[src/rtl/multi_crop_pkg.sv]
// rtl/multi_crop_pkg.sv - shared FSM state type and beat geometry for multi_crop_router
//
// Purpose : package imported by multi_crop_router and its sub-modules.
// Contents: PIXELS_PER_BEAT (Mono8 pixels per 256-bit input beat), state_e (frame FSM).
package multi_crop_pkg;

  localparam int PIXELS_PER_BEAT = 32;

  typedef enum logic [1:0] {
    ST_IDLE  = 2'd0,
    ST_RUN   = 2'd1,
    ST_DRAIN = 2'd2,
    ST_DONE  = 2'd3
  } state_e;

endpackage

[src/rtl/crop_fifo.sv]
// rtl/crop_fifo.sv - per-channel registered output FIFO (pixel + last flag)
//
// Purpose : DEPTH-entry FIFO; a pushed word is visible on data_o from the next cycle.
// Ports   : clk, rst_n (async active-low)
//           push_i / push_data_i  - write side; a push while full is dropped
//           pop_i                 - read side; pops when not empty
//           full_o / empty_o      - occupancy flags
//           data_o                - head word, forced to zero while empty
module crop_fifo #(
  parameter int DEPTH = 16,
  parameter int WIDTH = 9
) (
  input  logic             clk,
  input  logic             rst_n,
  input  logic             push_i,
  input  logic [WIDTH-1:0] push_data_i,
  input  logic             pop_i,
  output logic             full_o,
  output logic             empty_o,
  output logic [WIDTH-1:0] data_o
);

  localparam int AW = (DEPTH > 1) ? $clog2(DEPTH) : 1;

  logic [WIDTH-1:0] mem_q [DEPTH];
  logic [AW-1:0]    wr_ptr_q, rd_ptr_q;
  logic [AW:0]      count_q;
  logic             do_push, do_pop;

  // Full is judged on the registered count only, so a same-cycle pop never
  // makes room for a push.
  assign full_o  = (count_q == (AW+1)'(DEPTH));
  assign empty_o = (count_q == '0);
  assign do_push = push_i && !full_o;
  assign do_pop  = pop_i && !empty_o;
  assign data_o  = empty_o ? '0 : mem_q[rd_ptr_q];

  always_ff @(posedge clk or negedge rst_n) begin
    if (!rst_n) begin
      wr_ptr_q <= '0;
      rd_ptr_q <= '0;
      count_q  <= '0;
    end else begin
      if (do_push) wr_ptr_q <= wr_ptr_q + AW'(1);
      if (do_pop)  rd_ptr_q <= rd_ptr_q + AW'(1);
      if (do_push && !do_pop)      count_q <= count_q + (AW+1)'(1);
      else if (do_pop && !do_push) count_q <= count_q - (AW+1)'(1);
    end
  end

  always_ff @(posedge clk) begin
    if (do_push) mem_q[wr_ptr_q] <= push_data_i;
  end

endmodule

[src/rtl/multi_crop_router.sv]
// rtl/multi_crop_router.sv - splits one Mono8 frame stream into NUM_CROPS cropped pixel streams
//
// Purpose : accepts 32-pixel beats, serialises them one pixel per cycle in raster
//           order and pushes each pixel into every channel whose window contains it.
// Ports   : clk, ap_rst_n (async active-low)
//           ap_start / ap_idle / ap_done     - frame control
//           crop_x0 / crop_y0                - window corners, latched on ap_start
//           s_axis_tvalid/tready/tdata       - 256-bit input beats, pixel 0 in [7:0]
//           m_axis_tvalid/tready/tlast/tdata - per-channel pixel streams
//           crop_err                         - window out of bounds this frame
//           crop_sum                         - per-channel pixel sum (MULTI_CROP_SUM_EN only)
// Macro   : MULTI_CROP_SUM_EN adds crop_sum and its accumulators.
module multi_crop_router
  import multi_crop_pkg::*;
#(
  parameter int IN_ROWS    = 64,
  parameter int IN_COLS    = 64,
  parameter int OUT_ROWS   = 8,
  parameter int OUT_COLS   = 8,
  parameter int NUM_CROPS  = 5,
  parameter int FIFO_DEPTH = 16
) (
  input  logic                        clk,
  input  logic                        ap_rst_n,
  input  logic                        ap_start,
  output logic                        ap_idle,
  output logic                        ap_done,
  input  logic [$clog2(IN_COLS)-1:0]  crop_x0 [NUM_CROPS],
  input  logic [$clog2(IN_ROWS)-1:0]  crop_y0 [NUM_CROPS],
  input  logic                        s_axis_tvalid,
  output logic                        s_axis_tready,
  input  logic [255:0]                s_axis_tdata,
  output logic [NUM_CROPS-1:0]        m_axis_tvalid,
  input  logic [NUM_CROPS-1:0]        m_axis_tready,
  output logic [NUM_CROPS-1:0]        m_axis_tlast,
  output logic [7:0]                  m_axis_tdata [NUM_CROPS],
  output logic [NUM_CROPS-1:0]        crop_err
`ifdef MULTI_CROP_SUM_EN
  ,
  output logic [$clog2(OUT_ROWS*OUT_COLS*255+1)-1:0] crop_sum [NUM_CROPS]
`endif
);

  localparam int XW = $clog2(IN_COLS);
  localparam int YW = $clog2(IN_ROWS);
  localparam int LW = $clog2(PIXELS_PER_BEAT);

  state_e                             state_q, state_d;
  logic [YW-1:0]                      row_q, row_d;
  logic [XW-1:0]                      col_q, col_d;
  logic [PIXELS_PER_BEAT-1:0][7:0]    beat_q, beat_d;
  logic                               beat_vld_q, beat_vld_d;
  logic [XW-1:0]                      x0_q [NUM_CROPS];
  logic [YW-1:0]                      y0_q [NUM_CROPS];
  logic [NUM_CROPS-1:0]               err_q;

  logic [NUM_CROPS-1:0] in_win, win_last, fifo_full, fifo_empty;
  logic [7:0]           pixel;
  logic                 stall, issue, last_px;

  // IN_COLS is a multiple of the beat width, so the low column bits are the
  // pixel index inside the buffered beat.
  assign pixel   = beat_q[col_q[LW-1:0]];
  assign last_px = (row_q == YW'(IN_ROWS-1)) && (col_q == XW'(IN_COLS-1));

  always_comb begin
    for (int i = 0; i < NUM_CROPS; i++) begin
      in_win[i] = !err_q[i] &&
                  (int'(row_q) >= int'(y0_q[i])) && (int'(row_q) < int'(y0_q[i]) + OUT_ROWS) &&
                  (int'(col_q) >= int'(x0_q[i])) && (int'(col_q) < int'(x0_q[i]) + OUT_COLS);
      win_last[i] = (int'(row_q) == int'(y0_q[i]) + OUT_ROWS - 1) &&
                    (int'(col_q) == int'(x0_q[i]) + OUT_COLS - 1);
    end
  end

  // A pixel waits until every channel that wants it has room.
  assign stall = |(in_win & fifo_full);
  assign issue = (state_q == ST_RUN) && beat_vld_q && !stall;

  assign ap_idle       = (state_q == ST_IDLE);
  assign ap_done       = (state_q == ST_DONE);
  assign s_axis_tready = (state_q == ST_RUN) && !beat_vld_q;
  assign crop_err      = err_q;

  always_comb begin
    state_d    = state_q;
    row_d      = row_q;
    col_d      = col_q;
    beat_d     = beat_q;
    beat_vld_d = beat_vld_q;
    case (state_q)
      ST_IDLE: begin
        if (ap_start) begin
          state_d    = ST_RUN;
          row_d      = '0;
          col_d      = '0;
          beat_vld_d = 1'b0;
        end
      end
      ST_RUN: begin
        if (s_axis_tvalid && s_axis_tready) begin
          beat_d     = s_axis_tdata;
          beat_vld_d = 1'b1;
        end
        if (issue) begin
          if (col_q[LW-1:0] == LW'(PIXELS_PER_BEAT-1)) beat_vld_d = 1'b0;
          if (col_q == XW'(IN_COLS-1)) begin
            col_d = '0;
            row_d = row_q + YW'(1);
          end else begin
            col_d = col_q + XW'(1);
          end
          if (last_px) begin
            state_d = ST_DRAIN;
            row_d   = '0;
          end
        end
      end
      ST_DRAIN: if (&fifo_empty) state_d = ST_DONE;
      ST_DONE:  state_d = ST_IDLE;
      default:  state_d = ST_IDLE;
    endcase
  end

  always_ff @(posedge clk or negedge ap_rst_n) begin
    if (!ap_rst_n) begin
      state_q    <= ST_IDLE;
      row_q      <= '0;
      col_q      <= '0;
      beat_q     <= '0;
      beat_vld_q <= 1'b0;
    end else begin
      state_q    <= state_d;
      row_q      <= row_d;
      col_q      <= col_d;
      beat_q     <= beat_d;
      beat_vld_q <= beat_vld_d;
    end
  end

  always_ff @(posedge clk or negedge ap_rst_n) begin
    if (!ap_rst_n) begin
      err_q <= '0;
      for (int i = 0; i < NUM_CROPS; i++) begin
        x0_q[i] <= '0;
        y0_q[i] <= '0;
      end
    end else if (ap_idle && ap_start) begin
      for (int i = 0; i < NUM_CROPS; i++) begin
        x0_q[i]  <= crop_x0[i];
        y0_q[i]  <= crop_y0[i];
        err_q[i] <= (int'(crop_x0[i]) + OUT_COLS > IN_COLS) ||
                    (int'(crop_y0[i]) + OUT_ROWS > IN_ROWS);
      end
    end
  end

`ifdef MULTI_CROP_SUM_EN
  localparam int SW = $clog2(OUT_ROWS*OUT_COLS*255+1);
  logic [SW-1:0] sum_q [NUM_CROPS];

  always_ff @(posedge clk or negedge ap_rst_n) begin
    if (!ap_rst_n) begin
      for (int i = 0; i < NUM_CROPS; i++) sum_q[i] <= '0;
    end else if (ap_idle && ap_start) begin
      for (int i = 0; i < NUM_CROPS; i++) sum_q[i] <= '0;
    end else if (issue) begin
      for (int i = 0; i < NUM_CROPS; i++)
        if (in_win[i]) sum_q[i] <= sum_q[i] + SW'(pixel);
    end
  end

  assign crop_sum = sum_q;
`endif

  for (genvar g = 0; g < NUM_CROPS; g++) begin : g_ch
    logic [8:0] head;

    crop_fifo #(
      .DEPTH (FIFO_DEPTH),
      .WIDTH (9)
    ) u_fifo (
      .clk         (clk),
      .rst_n       (ap_rst_n),
      .push_i      (issue && in_win[g]),
      .push_data_i ({win_last[g], pixel}),
      .pop_i       (m_axis_tready[g]),
      .full_o      (fifo_full[g]),
      .empty_o     (fifo_empty[g]),
      .data_o      (head)
    );

    assign m_axis_tvalid[g] = !fifo_empty[g];
    assign m_axis_tdata[g]  = head[7:0];
    assign m_axis_tlast[g]  = head[8];
  end

endmodule

[config.mk]
export PLATFORM = sky130hd
export DESIGN_NAME = multi_crop_router
export DESIGN_NICKNAME = d
export VERILOG_FILES = /design/src/rtl/multi_crop_pkg.sv /design/src/rtl/crop_fifo.sv /design/src/rtl/multi_crop_router.sv
export SDC_FILE = /design/constraint.sdc
export NUM_CORES = 2
export LEC_CHECK = 0
export ABC_CLOCK_PERIOD_IN_PS = 6100
export CORE_ASPECT_RATIO = 0.7
export CORE_MARGIN = 2
export CORE_UTILIZATION = 35
export CTS_CLUSTER_SIZE = 24
export DETAILED_ROUTE_END_ITERATION = 16
export PLACE_DENSITY = 0.62
export SYNTH_ARGS = -nofsm -noshare
export SYNTH_HDL_FRONTEND = slang
export SYNTH_HIERARCHICAL = 1
export SYNTH_SLANG_ARGS = --single-unit
[constraint.sdc]
create_clock -name clk -period 6.1 [get_ports clk]
set_clock_uncertainty 0.1 [all_clocks]
set_input_delay 1.22 -clock clk [delete_from_list [all_inputs] [get_ports clk]]
set_output_delay 1.22 -clock clk [all_outputs]
set_load 0.03 [all_outputs]
==> results.txt <==
- Relative to the synthesized area, the layout overhead comes to 19.5%.
- Combinational logic burns around 38% of the power.
- The number of antenna violations at the first check in global routing came to 25.
* Net switching share of the total power: a little over a third
* Total I/O pin count: roughly 380
* Max-slew violations: 0
- Global routing finished with a remaining overflow of 0.
- Averaged over all synthesized cells, the footprint is 16.0 µm².
* Cell Int Power: 20.2 mW
* Proportion of layout cells with a drive suffix above 1: 22.9%
- Clock tree from TritonCTS: done
* Run status: finished, final reports clean
- Once detailed placement completed, the half-perimeter wirelength came to 88400 µm.
- Static timing analysis puts the maximum clock frequency at 179 MHz.
- Portion of the post-synthesis area used by sequential elements: between 60% and 70%
- The library cell used most frequently in the layout, excluding fill and tap cells, is edfxtp_1.
- Setup violators final: 0
* Hold Crit Class: in2async
* Clock-pin slew reported for the worst setup and hold paths after clock tree synthesis: ~0.070 ns
- Leakage power: 22.6 nW
* Nets: approximately 4200
* Clock group share of total power: between 20% and 30%
- Synth cell types: 78
- The floorplan step defined a die boundary enclosing 151000 µm².
* Net switching power of the design: 11.0 mW
* Critical Path Fanout Max: 13
- In this run the vertical extent of the chip is 326 µm.
* Average wire length per cell after detail routing: 22.6 µm
* Ys flop type: edfxtp_1
- Grouping stages by cell kind, the critical path spends the most delay in compound AO/OA/AOI/OAI gates.
- Master cell of the clock root buffer: clkbuf_16
- The Yosys step of the flow raised 6 warnings.
- Power comes to around 31 mW.
- Clock latency on the worst-skew pair: 0.75 ns
* TritonCTS Buffers: 111
- The worst setup path is launched from a flop.
- Commonest cells after routing, fill and taps aside: edfxtp_1 (720), dfrtp_1 (397), clkdlybuf4s50_1 (381), mux2_2 (363), mux4_2 (185)
- The final number of hold-violating endpoints was 0.
- Worst path max stage delay: 0.81 ns
- At the end of routability-driven placement, the weighted congestion stood at 0.838.
- In this run the tightest slew margin relative to its limit is 20.8%.
* Required arrival time at the worst endpoint: 6.61 ns
- At the worst endpoint, the arrival time is between 6 and 7 ns.
- After detailed routing, the total wire length is 130000 µm.
- Vias in the first global route: around 30000
- The clock passes through at most 3 buffers.
* Number of design-rule violations left by the first detailed-router iteration: 2293
- In this run, synthesis inferred 720 flip-flops with an integrated enable.
- Worst slack after detailed placement: 0.520 ns
- Overall Global Routing Usage: 17.0%
- The clock period could shrink to 5.60 ns.
- On the critical path, the stage with the largest delay is an instance of dfrtp_1.
* Via count: 29500
- Row generation in the floorplan step produced 118 rows.
- In this run the cell area of the synthesized design comes to 51800 µm².
- The worst-case IR drop observed on VDD is 0.000397 V.
* Worst Tran Pin Value: 1.19 ns
- Once routing completed, OpenROAD measured the worst setup slack at 0.505 ns.
- The initial utilization of the core area, before any placement, comes to 35.1%.
- By instance count, the cell type seen most on the critical path is buf_4.
* Largest net degree at the start of global routing: about 140
* Post-layout utilization of the core: 42.0%
* Post-route fraction of the period consumed by the critical path: 91.7%
- Synthesis inferred 1121 register bits.
- Kind of critical path: reg2reg
- Share of async-settable or async-resettable flops after synthesis: 35.8%
* Sequential fraction of design power: 39.5%
- In the synthesized netlist, the number of instances is 3239.
* Synth Net Count: 3743
- Number of buffer and inverter instances along the worst setup path: 4
* Antenna violation net count after detailed routing: 0
- The clock tree synthesis step divided the H-tree into 3 levels.
- The first global-routing pass estimated ~200000 µm of wire.
- After clock tree synthesis, the setup repair step added 0 buffers.
* Power density over the cells: approximately 500 nW/µm²
- In the final timing run, aggregate negative setup slack is 0 ns.
- Sequence of cells on the critical path: ha_1 > a2111oi_0 > o21ai_0 > o2111ai_1 > nor4_1 > buf_4 > a2111oi_4 > and2_1 > buf_4 > nor4b_2 > a21boi_2 > buf_4 > ha_1 > inv_1 > fa_1 > a21o_1 > a2111oi_0 > o31ai_1
- Crit end category: flop
- Standard cell core area: 147000 µm²
- The clock net in this run drives a total of 1121 sinks.
* Hold buffer count at CTS: 0
- Maximum Capacitance Violations: 0
- The count of buffers added on input and output ports is 382.
* Post-CTS sizing: 0
- DRC violations left: 0
- The first TritonRoute pass finished after 5 iterations.
- In the routed layout, each cell is associated on average with a via count of 5.15.
- Chip width: 464 µm
* RSZ-0062 raised after global routing: no
* Hold slack final: between 0.3 and 0.4 ns
-- metal layers --
layer / global-route usage (%) / routed length [µm] / up-vias
li1: - / - / 13400
met4: 4.06 / 2450 / 0
met1: 24.7 / 60600 / 15300
met5: 0 / 0 / -
met2: 26.9 / 60700 / 671
met3: 2.60 / 5940 / 176
-- Yosys cell counts (6+ instances only) --
master / n / area (µm²)
a41oi_1: 7 / 61.3
xnor2_1: 88 / 771
o211ai_1: 14 / 105
a211oi_1: 8 / 60.1
inv_1: 112 / 420
a31oi_1: 14 / 87.6
dfrtp_1: 401 / 10000
mux4_1: 75 / 1970
and3_1: 16 / 100
mux2_1: 10 / 113
nor3_1: 69 / 345
buf_1: 16 / 60.1
nand3b_1: 6 / 45.0
mux2i_1: 53 / 531
nor2b_1: 13 / 81.3
clkbuf_1: 95 / 357
and2_1: 13 / 81.3
buf_2: 42 / 210
o21a_1: 8 / 60.1
o21ai_1: 57 / 285
nand2_1: 118 / 443
a2111oi_0: 10 / 87.6
buf_6: 11 / 124
nor4_1: 9 / 56.3
mux4_2: 185 / 4170
nor2_1: 102 / 383
ha_1: 174 / 2180
mux2_2: 371 / 4180
edfxtp_1: 720 / 21600
a21oi_1: 107 / 536
nand3_1: 57 / 285
o21ai_0: 57 / 285
a211o_1: 7 / 61.3
a21o_1: 16 / 120
nand4_1: 11 / 68.8
o2111ai_1: 8 / 70.1
o31ai_1: 13 / 97.6
xor2_1: 28 / 245
nand2b_1: 38 / 238
-- state kept, by name (all words and copies together) (netlist names) --
register / count
g_ch.u_fifo/wr_ptr_q: 20
crop_err: 5
g_ch.u_fifo/mem_q: 720
beat_vld_q: 1
y0_q: 30
col_q: 6
beat_q: 256
g_ch.u_fifo/rd_ptr_q: 20
row_q: 6
state_q: 2
g_ch.u_fifo/count_q: 25
x0_q: 30
-- metrics by stage --
stage | std cells | instance area (µm²)
2_1_floorplan | 3239 | 51800
3_3_place_gp | 5515 | 58100
3_5_place_dp | 5515 | 58100
4_1_cts | 5723 | 61900
5_1_grt | 5731 | 61900
6_report | 5732 | 62000
-- worst paths after layout --
path / start / to / cells past startpoint / slack (ns)
max: row_q[3] / g_ch[2].u_fifo/count_q[4] / 18 / 0.50
min: ap_rst_n / x0_q[7] / 1 / 0.39
max reg2reg: row_q[3] / g_ch[2].u_fifo/count_q[4] / 18 / 0.50
min reg2reg: beat_q[50] / beat_q[50] / 1 / 0.40
max in group asynchronous: ap_rst_n / col_q[0] / 2 / 4.16
min in group clk: beat_q[50] / beat_q[50] / 1 / 0.40
-- power by group through the flow --
stage                     logic [mW]  registers, mW  clock network (mW)
final                           11.8           12.3                7.16
after global routing            12.8           12.6                7.68
after CTS                       11.9           12.3                7.35
after detailed placement        11.9           12.5                   0
after global placement          11.7           12.4                   0
after floorplan                 8.50           11.6                   0
-- cell type report --
class | instances | area [µm²]
Multi-Input combinational cell | 1836 | 19000
Fill cell | 13300 | 85500
Clock buffer | 144 | 3110
Clock inverter | 64 | 733
Timing Repair Buffer | 461 | 4470
Antenna cell | 9 | 22.5
Tap cell | 1980 | 2480
Inverter | 117 | 439
Sequential cell | 1121 | 31700
-- kinds of logic after synthesis --
| kind of cell | after synthesis | share of synthesized area [%] |
|---|---|---|
| AND/OR/NAND/NOR | 470 | 4.47 |
| multiplexers | 694 | 21.1 |
| XOR/XNOR | 116 | 1.96 |
| buffers and inverters | 282 | 2.32 |
| flip-flops | 1121 | 61.1 |
| AO/OA/AOI/OAI | 377 | 4.64 |
| adder cells (fa/ha/maj) | 179 | 4.39 |
Note: power is estimated with default switching activity, not from simulation.
